**src/rtl/clock_enable_gen_if.sv**
```systemverilog
// Divisor programming bus for clock_enable_gen.
// Master writes shadow divisors; slave reports per-channel pending flags.
interface clock_enable_gen_if #(
    parameter int NCH   = 4,
    parameter int CNT_W = 26
);
    localparam int SEL_W = (NCH > 1) ? $clog2(NCH) : 1;

    logic             div_wr;
    logic [SEL_W-1:0] div_sel;
    logic [CNT_W-1:0] div_val;
    logic [NCH-1:0]   div_pend;

    modport master (
        output div_wr,
        output div_sel,
        output div_val,
        input  div_pend
    );

    modport slave (
        input  div_wr,
        input  div_sel,
        input  div_val,
        output div_pend
    );
endinterface

```
**src/rtl/clock_enable_gen.sv**
```systemverilog
// Runtime-programmable multi-channel clock-enable generator with free counter.
// Define CLKEN_SQUARE_EN to build the per-channel 50% square-wave outputs.
module clock_enable_gen #(
    parameter int NCH     = 4,
    parameter int CNT_W   = 26,
    parameter int FREE_W  = 31,
    parameter int DEF_DIV = 1
) (
    input  logic              clk,
    input  logic              rst_n,
    input  logic [NCH-1:0]    i_ch_en,
    clock_enable_gen_if.slave bus,
    output logic [NCH-1:0]    o_tick,
    output logic [NCH-1:0]    o_sq,
    output logic [FREE_W-1:0] o_free_cnt
);
    localparam logic [CNT_W-1:0] RST_DIV = CNT_W'(DEF_DIV);

    logic [NCH-1:0]    w_pend;
    logic [FREE_W-1:0] r_free;

    assign bus.div_pend = w_pend;
    assign o_free_cnt   = r_free;

    always_ff @(posedge clk or negedge rst_n) begin
        if (!rst_n) begin
            r_free <= '0;
        end else begin
            r_free <= r_free + FREE_W'(1);
        end
    end

    for (genvar g = 0; g < NCH; g++) begin : g_ch
        logic [CNT_W-1:0] r_cnt;
        logic [CNT_W-1:0] r_act;
        logic [CNT_W-1:0] r_shd;
        logic             r_pend;
        logic             r_tick;
        logic             w_hit;
        logic             w_term;

        // Out-of-range selects never match any channel index.
        assign w_hit  = bus.div_wr && (int'(bus.div_sel) == g);
        assign w_term = (r_cnt == r_act);

        always_ff @(posedge clk or negedge rst_n) begin
            if (!rst_n) begin
                r_cnt  <= '0;
                r_act  <= RST_DIV;
                r_shd  <= RST_DIV;
                r_pend <= 1'b0;
                r_tick <= 1'b0;
            end else begin
                if (i_ch_en[g]) begin
                    if (w_term) begin
                        r_cnt  <= '0;
                        r_tick <= 1'b1;
                    end else begin
                        r_cnt  <= r_cnt + CNT_W'(1);
                        r_tick <= 1'b0;
                    end
                end else begin
                    r_cnt  <= '0;
                    r_tick <= 1'b0;
                end
                // Swap only on a period boundary, or freely while idle.
                if (r_pend && (!i_ch_en[g] || w_term)) begin
                    r_act  <= r_shd;
                    r_pend <= 1'b0;
                end
                if (w_hit) begin
                    r_shd  <= bus.div_val;
                    r_pend <= 1'b1;
                end
            end
        end

        assign o_tick[g] = r_tick;
        assign w_pend[g] = r_pend;

`ifdef CLKEN_SQUARE_EN
        logic r_sq;

        always_ff @(posedge clk or negedge rst_n) begin
            if (!rst_n) begin
                r_sq <= 1'b0;
            end else if (i_ch_en[g] && w_term) begin
                r_sq <= ~r_sq;
            end
        end

        assign o_sq[g] = r_sq;
`else
        assign o_sq[g] = 1'b0;
`endif
    end
endmodule
```
**src/flat_wrapper.sv**
```systemverilog
// flat-port wrapper written by rule: the top's interface ports become plain ports
module clock_enable_gen_flat 
#(
    parameter int NCH     = 4,
    parameter int CNT_W   = 26,
    parameter int FREE_W  = 31,
    parameter int DEF_DIV = 1
)
  (clk, rst_n, i_ch_en, o_tick, o_sq, o_free_cnt, bus_div_wr, bus_div_sel, bus_div_val, bus_div_pend);
  clock_enable_gen_if #(.NCH(NCH), .CNT_W(CNT_W)) bus_i ();
  input  logic clk;
  input  logic rst_n;
  input  logic [NCH-1:0] i_ch_en;
  output logic [NCH-1:0] o_tick;
  output logic [NCH-1:0] o_sq;
  output logic [FREE_W-1:0] o_free_cnt;
  input wire logic [$bits(bus_i.div_wr)-1:0] bus_div_wr;
  input wire logic [$bits(bus_i.div_sel)-1:0] bus_div_sel;
  input wire logic [$bits(bus_i.div_val)-1:0] bus_div_val;
  output wire logic [$bits(bus_i.div_pend)-1:0] bus_div_pend;
  assign bus_i.div_wr = bus_div_wr;
  assign bus_i.div_sel = bus_div_sel;
  assign bus_i.div_val = bus_div_val;
  assign bus_div_pend = bus_i.div_pend;
  clock_enable_gen #(.NCH(NCH), .CNT_W(CNT_W), .FREE_W(FREE_W), .DEF_DIV(DEF_DIV)) u_core (.clk(clk), .rst_n(rst_n), .i_ch_en(i_ch_en), .bus(bus_i), .o_tick(o_tick), .o_sq(o_sq), .o_free_cnt(o_free_cnt));
endmodule
```
**config.mk**
```make
export PLATFORM = sky130hd
export DESIGN_NAME = clock_enable_gen_flat
export DESIGN_NICKNAME = d
export VERILOG_FILES = /design/src/rtl/clock_enable_gen_if.sv /design/src/rtl/clock_enable_gen.sv /design/src/flat_wrapper.sv
export SDC_FILE = /design/constraint.sdc
export NUM_CORES = 1
export LEC_CHECK = 0
export CAP_MARGIN = 15
export CORE_MARGIN = 10
export CORE_UTILIZATION = 44
export CTS_CLUSTER_DIAMETER = 60
export DETAILED_ROUTE_END_ITERATION = 7
export GPL_ROUTABILITY_DRIVEN = 0
export PLACE_DENSITY = 0.59
export SLEW_MARGIN = 10
export SYNTH_ARGS = -nofsm -noshare
export SYNTH_HDL_FRONTEND = slang
export SYNTH_SLANG_ARGS = --single-unit
```
**constraint.sdc**
```tcl
create_clock -name clk -period 5.9 [get_ports clk]
set_input_delay 1.77 -clock clk [delete_from_list [all_inputs] [get_ports clk]]
set_output_delay 1.77 -clock clk [all_outputs]
set_load 0.02 [all_outputs]
```
==> results of run 1 <==
-- routing by layer --
layer	up-vias	GRT usage, %
met5	-	0
met4	0	3.448
met3	36	3.563
met2	137	24.82
met1	4681	21.43
li1	4372	-
-- sequential cells by signal, summed over array words and instances (netlist names) --
register            count
u_core.g_ch.r_cnt     104
u_core.g_ch.r_pend      4
u_core.o_free_cnt      31
u_core.g_ch.r_tick      4
u_core.g_ch.r_act     104
u_core.g_ch.r_shd     104
-- layout make-up --
cell class              instances  area (µm²)  area share [%]
clock buffers                  55        1149           6.257
well taps                     461       576.8           3.142
repair buffers                 87       865.8           4.717
inverters                      20       75.07          0.4090
flip-flops and latches        351        8793           47.90
clock inverters                18       264.0           1.438
multi-input cells             811        6633           36.13
-- through the flow --
stage / area [µm²] / worst slack (ps)
after detailed placement: 16940 / 2040
after global routing: 18360 / 2409
after global placement: 16940 / 2071
after CTS: 18360 / 2466
after floorplan: 15860 / 2796
final: 18360 / 2497
-- cell families (layout without fill, tap and decap cells) --
logic type / Yosys count / in the layout / synth area share [%]
DFF: 351 / 351 / 55.48
buffers and inverters: 75 / 180 / 2.803
adders and majority gates: 5 / 5 / 0.3947
other: 1 / 4 / 0.02366
and+or+nand+nor: 353 / 353 / 11.23
xor gates and xnor gates: 229 / 229 / 12.65
AOI/OAI and AO/OA: 12 / 12 / 0.7421
muxes: 208 / 208 / 16.67
-- cells in the final DEF (no fill, tap or decap), types with 12 or more instances in the layout --
master | Yosys | layout
sky130_fd_sc_hd__mux2_2 | 128 | 128
sky130_fd_sc_hd__clkbuf_16 | 0 | 41
sky130_fd_sc_hd__dfrtp_1 | 343 | 343
sky130_fd_sc_hd__nand4_1 | 45 | 45
sky130_fd_sc_hd__and3_1 | 18 | 18
sky130_fd_sc_hd__xor2_1 | 168 | 168
sky130_fd_sc_hd__xnor2_1 | 61 | 61
sky130_fd_sc_hd__nand3_1 | 49 | 49
sky130_fd_sc_hd__nor2_1 | 124 | 124
sky130_fd_sc_hd__inv_1 | 20 | 20
sky130_fd_sc_hd__nor4_1 | 26 | 26
sky130_fd_sc_hd__nand2_1 | 47 | 47
sky130_fd_sc_hd__and4_1 | 16 | 16
sky130_fd_sc_hd__mux2_4 | 80 | 80
sky130_fd_sc_hd__clkdlybuf4s50_1 | 0 | 72
sky130_fd_sc_hd__buf_4 | 14 | 12
-- worst max path at each step --
stage / end / slack (ps) / cells past startpoint
after global placement: u_core.g_ch[3].r_shd[1]$_DFFE_PN0P_ / 2070 / 4
after detailed placement: u_core.g_ch[3].r_shd[10]$_DFFE_PN0P_ / 2040 / 4
after floorplan: u_core.g_ch[0].r_shd[10]$_DFFE_PN0P_ / 2800 / 4
after global routing: o_free_cnt[13] / 2410 / 1
after CTS: o_free_cnt[13] / 2470 / 1
final: o_free_cnt[10] / 2500 / 1
-- where the power goes --
part	switching, mW	total, mW	leakage (nW)	internal [mW]
clock	0.997	2.63	0.691	1.63
sequential	0.328	3.18	4.44	2.85
combinational	0.361	0.987	3.25	0.626
total	1.69	6.80	8.38	5.11
==> metrics.md, run 1 <==
| Metric | Value |
|---|---|
| Most numerous cell in the Yosys netlist | sky130_fd_sc_hd__dfrtp_1 |
| Dominant synthesized flop cell | sky130_fd_sc_hd__dfrtp_1 |
| Kind of end point of the critical path | output pin |
| Syn. warnings | 0 |
| Metal-1 WL | 16,050 µm |
| Global-route usage over all layers | 15.66% |
| R2r setup slk | 3090 ps |
| CTS H-tree depth | 2 |
| Fraction of the yosys area taken by sequential cells | 55.48% |
| Drc violations | 0 |
| Pins over their slew limit | 0 |
| Setup TNS | 0 ps |
| Buffer cell driving the clock tree root | sky130_fd_sc_hd__clkbuf_16 |
| Setup-violating endpoint count in the final report | 0 |
| Ys async rst share | 100.0% |
| Outcome | completed |
| Cells along the critical path | clkdlybuf4s50_1 |
| Per-cell via count in the routed design | 5.117 |
| Cell area after technology mapping | 0.01585 mm² |
| Syn_area_per_cell | 12.84 µm² |
| Top-level port count | 78 |
| Final design utilization | 51.61% |
| Routed wirelength normalized by instance count | 18.90 µm |
| Class of the tightest hold or removal check | register to register |
| DRT Wirelength | 34,070 µm |
| R2r endpoint | u_core.g_ch[2].r_act[10]$_DFFE_PN0P_ |
| Setup repair after global routing missed its margin | false |
| Area delta synth->final | 15.82% |
| Maximum frequency from static timing analysis | 293.9 MHz |
| Worst IR Drop VDD | 272.3 µV |
| Hold wc startpoint | u_core.o_free_cnt[30]$_DFF_PN0_ |
| Sinks on Clock Net | 351 |
| Die ar. | 0.04401 mm² |
| Final Power | 6.796 mW |
| Startpoint-to-endpoint class of the critical path | register to output pin |
| Wire length of the first global-routing pass | 55,500 µm |
| Clk_skew | 9.664 ps |
| Maximum clock path buffer count | 3 |
| Highest signal layer in the routed design | met4 |
| HPWL after detailed placement | 22,850 µm |
| Instance count of the mapped netlist | 1,234 |
| Worst setup path startpoint | u_core.o_free_cnt[10]$_DFF_PN0_ |
| Terminating pin of the worst hold path | u_core.o_free_cnt[30]$_DFF_PN0_ |
| Detailed router's first-iteration violation count | 489 |
| Number of buffers added for setup after CTS | 0 |
| Number of hold buffers added after cts | 0 |
| # rows | 69 |
| Synth top area share | 54.16% |
| Die Y-Extent | 209.8 µm |
| Num CTS Buffers | 41 |
| Fill cell total of the finished layout | 3,134 |
| Via count of the first global-routing pass | 9,875 |
| Later-pin clock latency in the skew report | 530 ps |
| Placed Cells | 1,730 |
| Count of input and output buffers | 73 |
| Top post-synthesis cells by count | sky130_fd_sc_hd__dfrtp_1, sky130_fd_sc_hd__xor2_1, sky130_fd_sc_hd__mux2_2, sky130_fd_sc_hd__nor2_1, sky130_fd_sc_hd__mux2_4 |
| Count of instances resized after the clock tree is built | 0 |
| Net count, final | 1,352 |
| Aggregate global routing overflow | 0 |
| Required time worst endpoint | 4130 ps |
| Top cells by area, synth | sky130_fd_sc_hd__dfrtp_1, sky130_fd_sc_hd__xor2_1, sky130_fd_sc_hd__mux2_2 |
| 1st-pass router iterations | 6 |
| Unique cell type count in the Yosys netlist | 36 |
| Kind of launch point of the worst setup path | register |
| Reported leakage power | 8.383 nW |
| Final-layout worst hold slack | 481.0 ps |
| Largest fanout on the critical path | 7 |
| Worst-path cell with the longest stage delay | sky130_fd_sc_hd__clkdlybuf4s50_1 |
| Origin of the critical flop-to-flop path | u_core.g_ch[2].r_cnt[9]$_DFF_PN0_ |
| Number of synthesized flops with an enable pin | 0 |
| Delay of the slowest cell on the worst path | 660 ps |
| Transition time of the tightest slew-check pin | 1025 ps |
| Total power density per cell area | 370.2 mW/mm² |
| Non-filler instance count after layout | 1,803 |
| Antenna violations before repair | 0 |
| Final clock period utilization by the worst path | 57.68% |
| Cell type contributing the most total cell area after synthesis | sky130_fd_sc_hd__dfrtp_1 |
| Largest net degree at the start of global routing | 105 |
| Initial Utilization | 44.56% |
| Number of antenna diodes | 0 |
| DR vias | 9,226 |
| Ratio of cells with drive above 1 in the final layout | 23.25% |
| Worst R2R Path Depth | 5 |
| Number of max-cap violations | 0 |
| Top delay family on crit path | buffers and inverters |
| Post-DRT Antenna Nets | 0 |
| Worst Path Buf+Inv | 1 |
| Standard cell core area | 0.03557 mm² |
| Final hold viol count | 0 |
| Hold-critical path depth | 1 |
| Die span in x | 209.8 µm |
| Crit path DAT | 1630 ps |
| Length of routed met2 wiring | 15,760 µm |
| TritonCTS clock tree | yes |
| CTS clk-pin slew, worst paths | 60 ps |
| Worst-case headroom to the max-slew limit | 30.73% |
| Final min period | 3403 ps |
| Number of register bits inferred by synthesis | 351 |
| Met3 Routed Length | 1782 µm |
Note: power is estimated with default switching activity, not from simulation.
==> run 2: changes to the inputs <==
==> constraint.sdc (replaced) <==
create_clock -name clk -period 3.15 [get_ports clk]
set_input_delay 0.945 -clock clk [delete_from_list [all_inputs] [get_ports clk]]
set_output_delay 0.945 -clock clk [all_outputs]
set_load 0.02 [all_outputs]
==> run 2 against run 1 <==
Net effect:
- first-iteration DRC count down 5.7%
- final area up 0.50%
- critical path type is now register to register
- non-clock buffer count up 12
- largest power group unchanged
- highest routed layer unchanged
==> metrics.md, run 2 (synthesized netlist as in run 1, its figures left out) <==
| Metric | Value |
|---|---|
| Final-layout worst hold slack | 432.6 ps (-48.43 ps) |
| CTS clk-pin slew, worst paths | 60 ps (about the same) |
| Worst IR Drop VDD | 481.3 µV (+77%) |
| Final design utilization | 51.87% (+0.26 points) |
| Sinks on Clock Net | 351 (unchanged) |
| Die Y-Extent | 209.8 µm (unchanged) |
| Multi-input combinational cell area | 0.006633 mm² (unchanged) |
| Class of the tightest hold or removal check | input pin to asynchronous set/reset pin |
| Kind of end point of the critical path | register |
| Number of buffers added for setup after CTS | 0 (unchanged) |
| Startpoint-to-endpoint class of the critical path | register to register |
| Top delay family on crit path | compound AO/OA/AOI/OAI gates |
| Final hold viol count | 0 (unchanged) |
| Detailed router's first-iteration violation count | 461 (-5.7%) |
| Aggregate global routing overflow | 0 (unchanged) |
| Transition time of the tightest slew-check pin | 864.4 ps (-160.2 ps) |
| Routed wirelength normalized by instance count | 19.38 µm (+2.5%) |
| Wire length of the first global-routing pass | 57,050 µm (+2.8%) |
| Via count of the first global-routing pass | 9,841 (-0.34%) |
| Cells along the critical path | xor2_1 > nor4_1 > nand4_1 > o41a_2 > mux2_4 |
| Pins over their slew limit | 0 (unchanged) |
| Delay of the slowest cell on the worst path | 870 ps (+210 ps) |
| Area delta synth->final | 16.40% |
| Die ar. | 0.04401 mm² (unchanged) |
| Most common cell after layout, fill and taps aside | sky130_fd_sc_hd__dfrtp_1 |
| Die span in x | 209.8 µm (unchanged) |
| Reported leakage power | 8.435 nW (+0.63%) |
| Largest net degree at the start of global routing | 83 (-21%) |
| DR vias | 9,316 (+0.98%) |
| Largest fanout on the critical path | 26 (+19) |
| HPWL after detailed placement | 23,750 µm (+3.9%) |
| Ratio of cells with drive above 1 in the final layout | 23.50% (+0.25 points) |
| Final clock period utilization by the worst path | 85.22% |
| Total cell area at the placement stage | 0.01712 mm² (+1.0%) |
| Fill cell total of the finished layout | 3,115 (-0.61%) |
| Required time worst endpoint | 3540 ps (-590 ps) |
| Setup repair after global routing missed its margin | false |
| Final min period | 2685 ps |
| Setup TNS | 0 ps (unchanged) |
| Worst Path Buf+Inv | 0 (-1) |
| CTS H-tree depth | 2 (unchanged) |
| Global-route usage over all layers | 16.17% (+0.51 points) |
| Leading registers by flop count | u_core.g_ch.r_act: 104 flops, u_core.g_ch.r_cnt: 104 flops, u_core.g_ch.r_shd: 104 flops |
| Layout Cell Area excl Fill | 0.01845 mm² (+0.50%) |
| Commonest non-fill, non-tap cells in the layout | sky130_fd_sc_hd__dfrtp_1, sky130_fd_sc_hd__xor2_1, sky130_fd_sc_hd__mux2_2 |
| Per-cell via count in the routed design | 5.133 (+0.31%) |
| Worst-case headroom to the max-slew limit | 41.89% (+11 points) |
| Drc violations | 0 (unchanged) |
| Kind of launch point of the worst setup path | register |
| Net count, final | 1,363 (+0.81%) |
| DRT Wirelength | 35,170 µm (+3.2%) |
| Number of max-cap violations | 0 (unchanged) |
| Num CTS Buffers | 40 (-2.4%) |
| Standard cell core area | 0.03557 mm² (unchanged) |
| Outcome | completed |
| Total power density per cell area | 678.3 mW/mm² (+83%) |
| Later-pin clock latency in the skew report | 520 ps (about the same) |
| 1st-pass router iterations | 4 (-2) |
| Worst-path cell with the longest stage delay | sky130_fd_sc_hd__o41a_2 |
| Clk_skew | 11.82 ps (+2.155 ps) |
| Antenna violations before repair | 3 (+3) |
| Buffer cell driving the clock tree root | sky130_fd_sc_hd__clkbuf_16 |
| Number of hold buffers added after cts | 0 (unchanged) |
| Maximum frequency from static timing analysis | 372.5 MHz |
| Crit path DAT | 3080 ps (+1450 ps) |
| Initial Utilization | 44.56% (unchanged) |
| Top-level port count | 78 (unchanged) |
| # rows | 69 (unchanged) |
| Count of input and output buffers | 73 (unchanged) |
| Setup-violating endpoint count in the final report | 0 (unchanged) |
| TritonCTS clock tree | yes |
| Count of instances resized after the clock tree is built | 0 (unchanged) |
| Maximum clock path buffer count | 3 (unchanged) |
| Post-DRT Antenna Nets | 0 (unchanged) |
| Footprint of the flip-flops and latches | 0.008793 mm² (unchanged) |
run 2: final cells by class:
cell class | count | share of cell area [%]
flip-flops and latches | 351 | 47.66
multi-input cells | 811 | 35.95
clock buffers | 59 | 6.253
repair buffers | 99 | 5.656
well taps | 461 | 3.126
clock inverters | 13 | 0.9291
inverters | 20 | 0.4069
diodes | 1 | 0.01356
run 2: final timing paths:
check | start | endpoint | cells after the start | slack, ps
setup / recovery | u_core.g_ch[1].r_cnt[12]$_DFF_PN0_ | u_core.g_ch[1].r_act[7]$_DFFE_PN0P_ | 5 | 470
hold / removal | rst_n | u_core.g_ch[2].r_pend$_DFFE_PN0P_ | 1 | 430
setup reg to reg | u_core.g_ch[1].r_cnt[12]$_DFF_PN0_ | u_core.g_ch[1].r_act[7]$_DFFE_PN0P_ | 5 | 470
hold reg to reg | u_core.o_free_cnt[30]$_DFF_PN0_ | u_core.o_free_cnt[30]$_DFF_PN0_ | 1 | 470
max in group asynchronous | rst_n | u_core.o_free_cnt[26]$_DFF_PN0_ | 2 | 1910
min in group clk | u_core.o_free_cnt[30]$_DFF_PN0_ | u_core.o_free_cnt[30]$_DFF_PN0_ | 1 | 470
run 2: metrics by stage:
stage / instances / power [mW] / setup WS [ps]
finish: 1815 / 12.51 / 465.4
global route: 1814 / 13.13 / 434.9
CTS: 1814 / 12.69 / 451.3
detailed placement: 1742 / 7.941 / 327.1
global placement: 1742 / 7.894 / 329.9
floorplan: 1237 / 7.304 / 871.4
run 2: power by group:
group          switching (mW)  internal, mW
Clock                    1.81          2.86
Sequential              0.624          5.34
Combinational           0.688          1.19
run 2: worst register-to-register path: cells and delay by family (launching register included):
kind            cells  cell delay (ps)
xor+xnor            1              170
flops               1              420
simple gates        2              670
mux                 1              440
compound gates      1              870
run 2: layer usage:
metal | GRT usage, % | vias to the layer above | wire (µm)
met5 | 0 | - | 0
met2 | 25.62 | 121 | 16390
met4 | 3.349 | 0 | 532
met3 | 3.133 | 42 | 1478
li1 | - | 4412 | -
met1 | 22.56 | 4741 | 16770
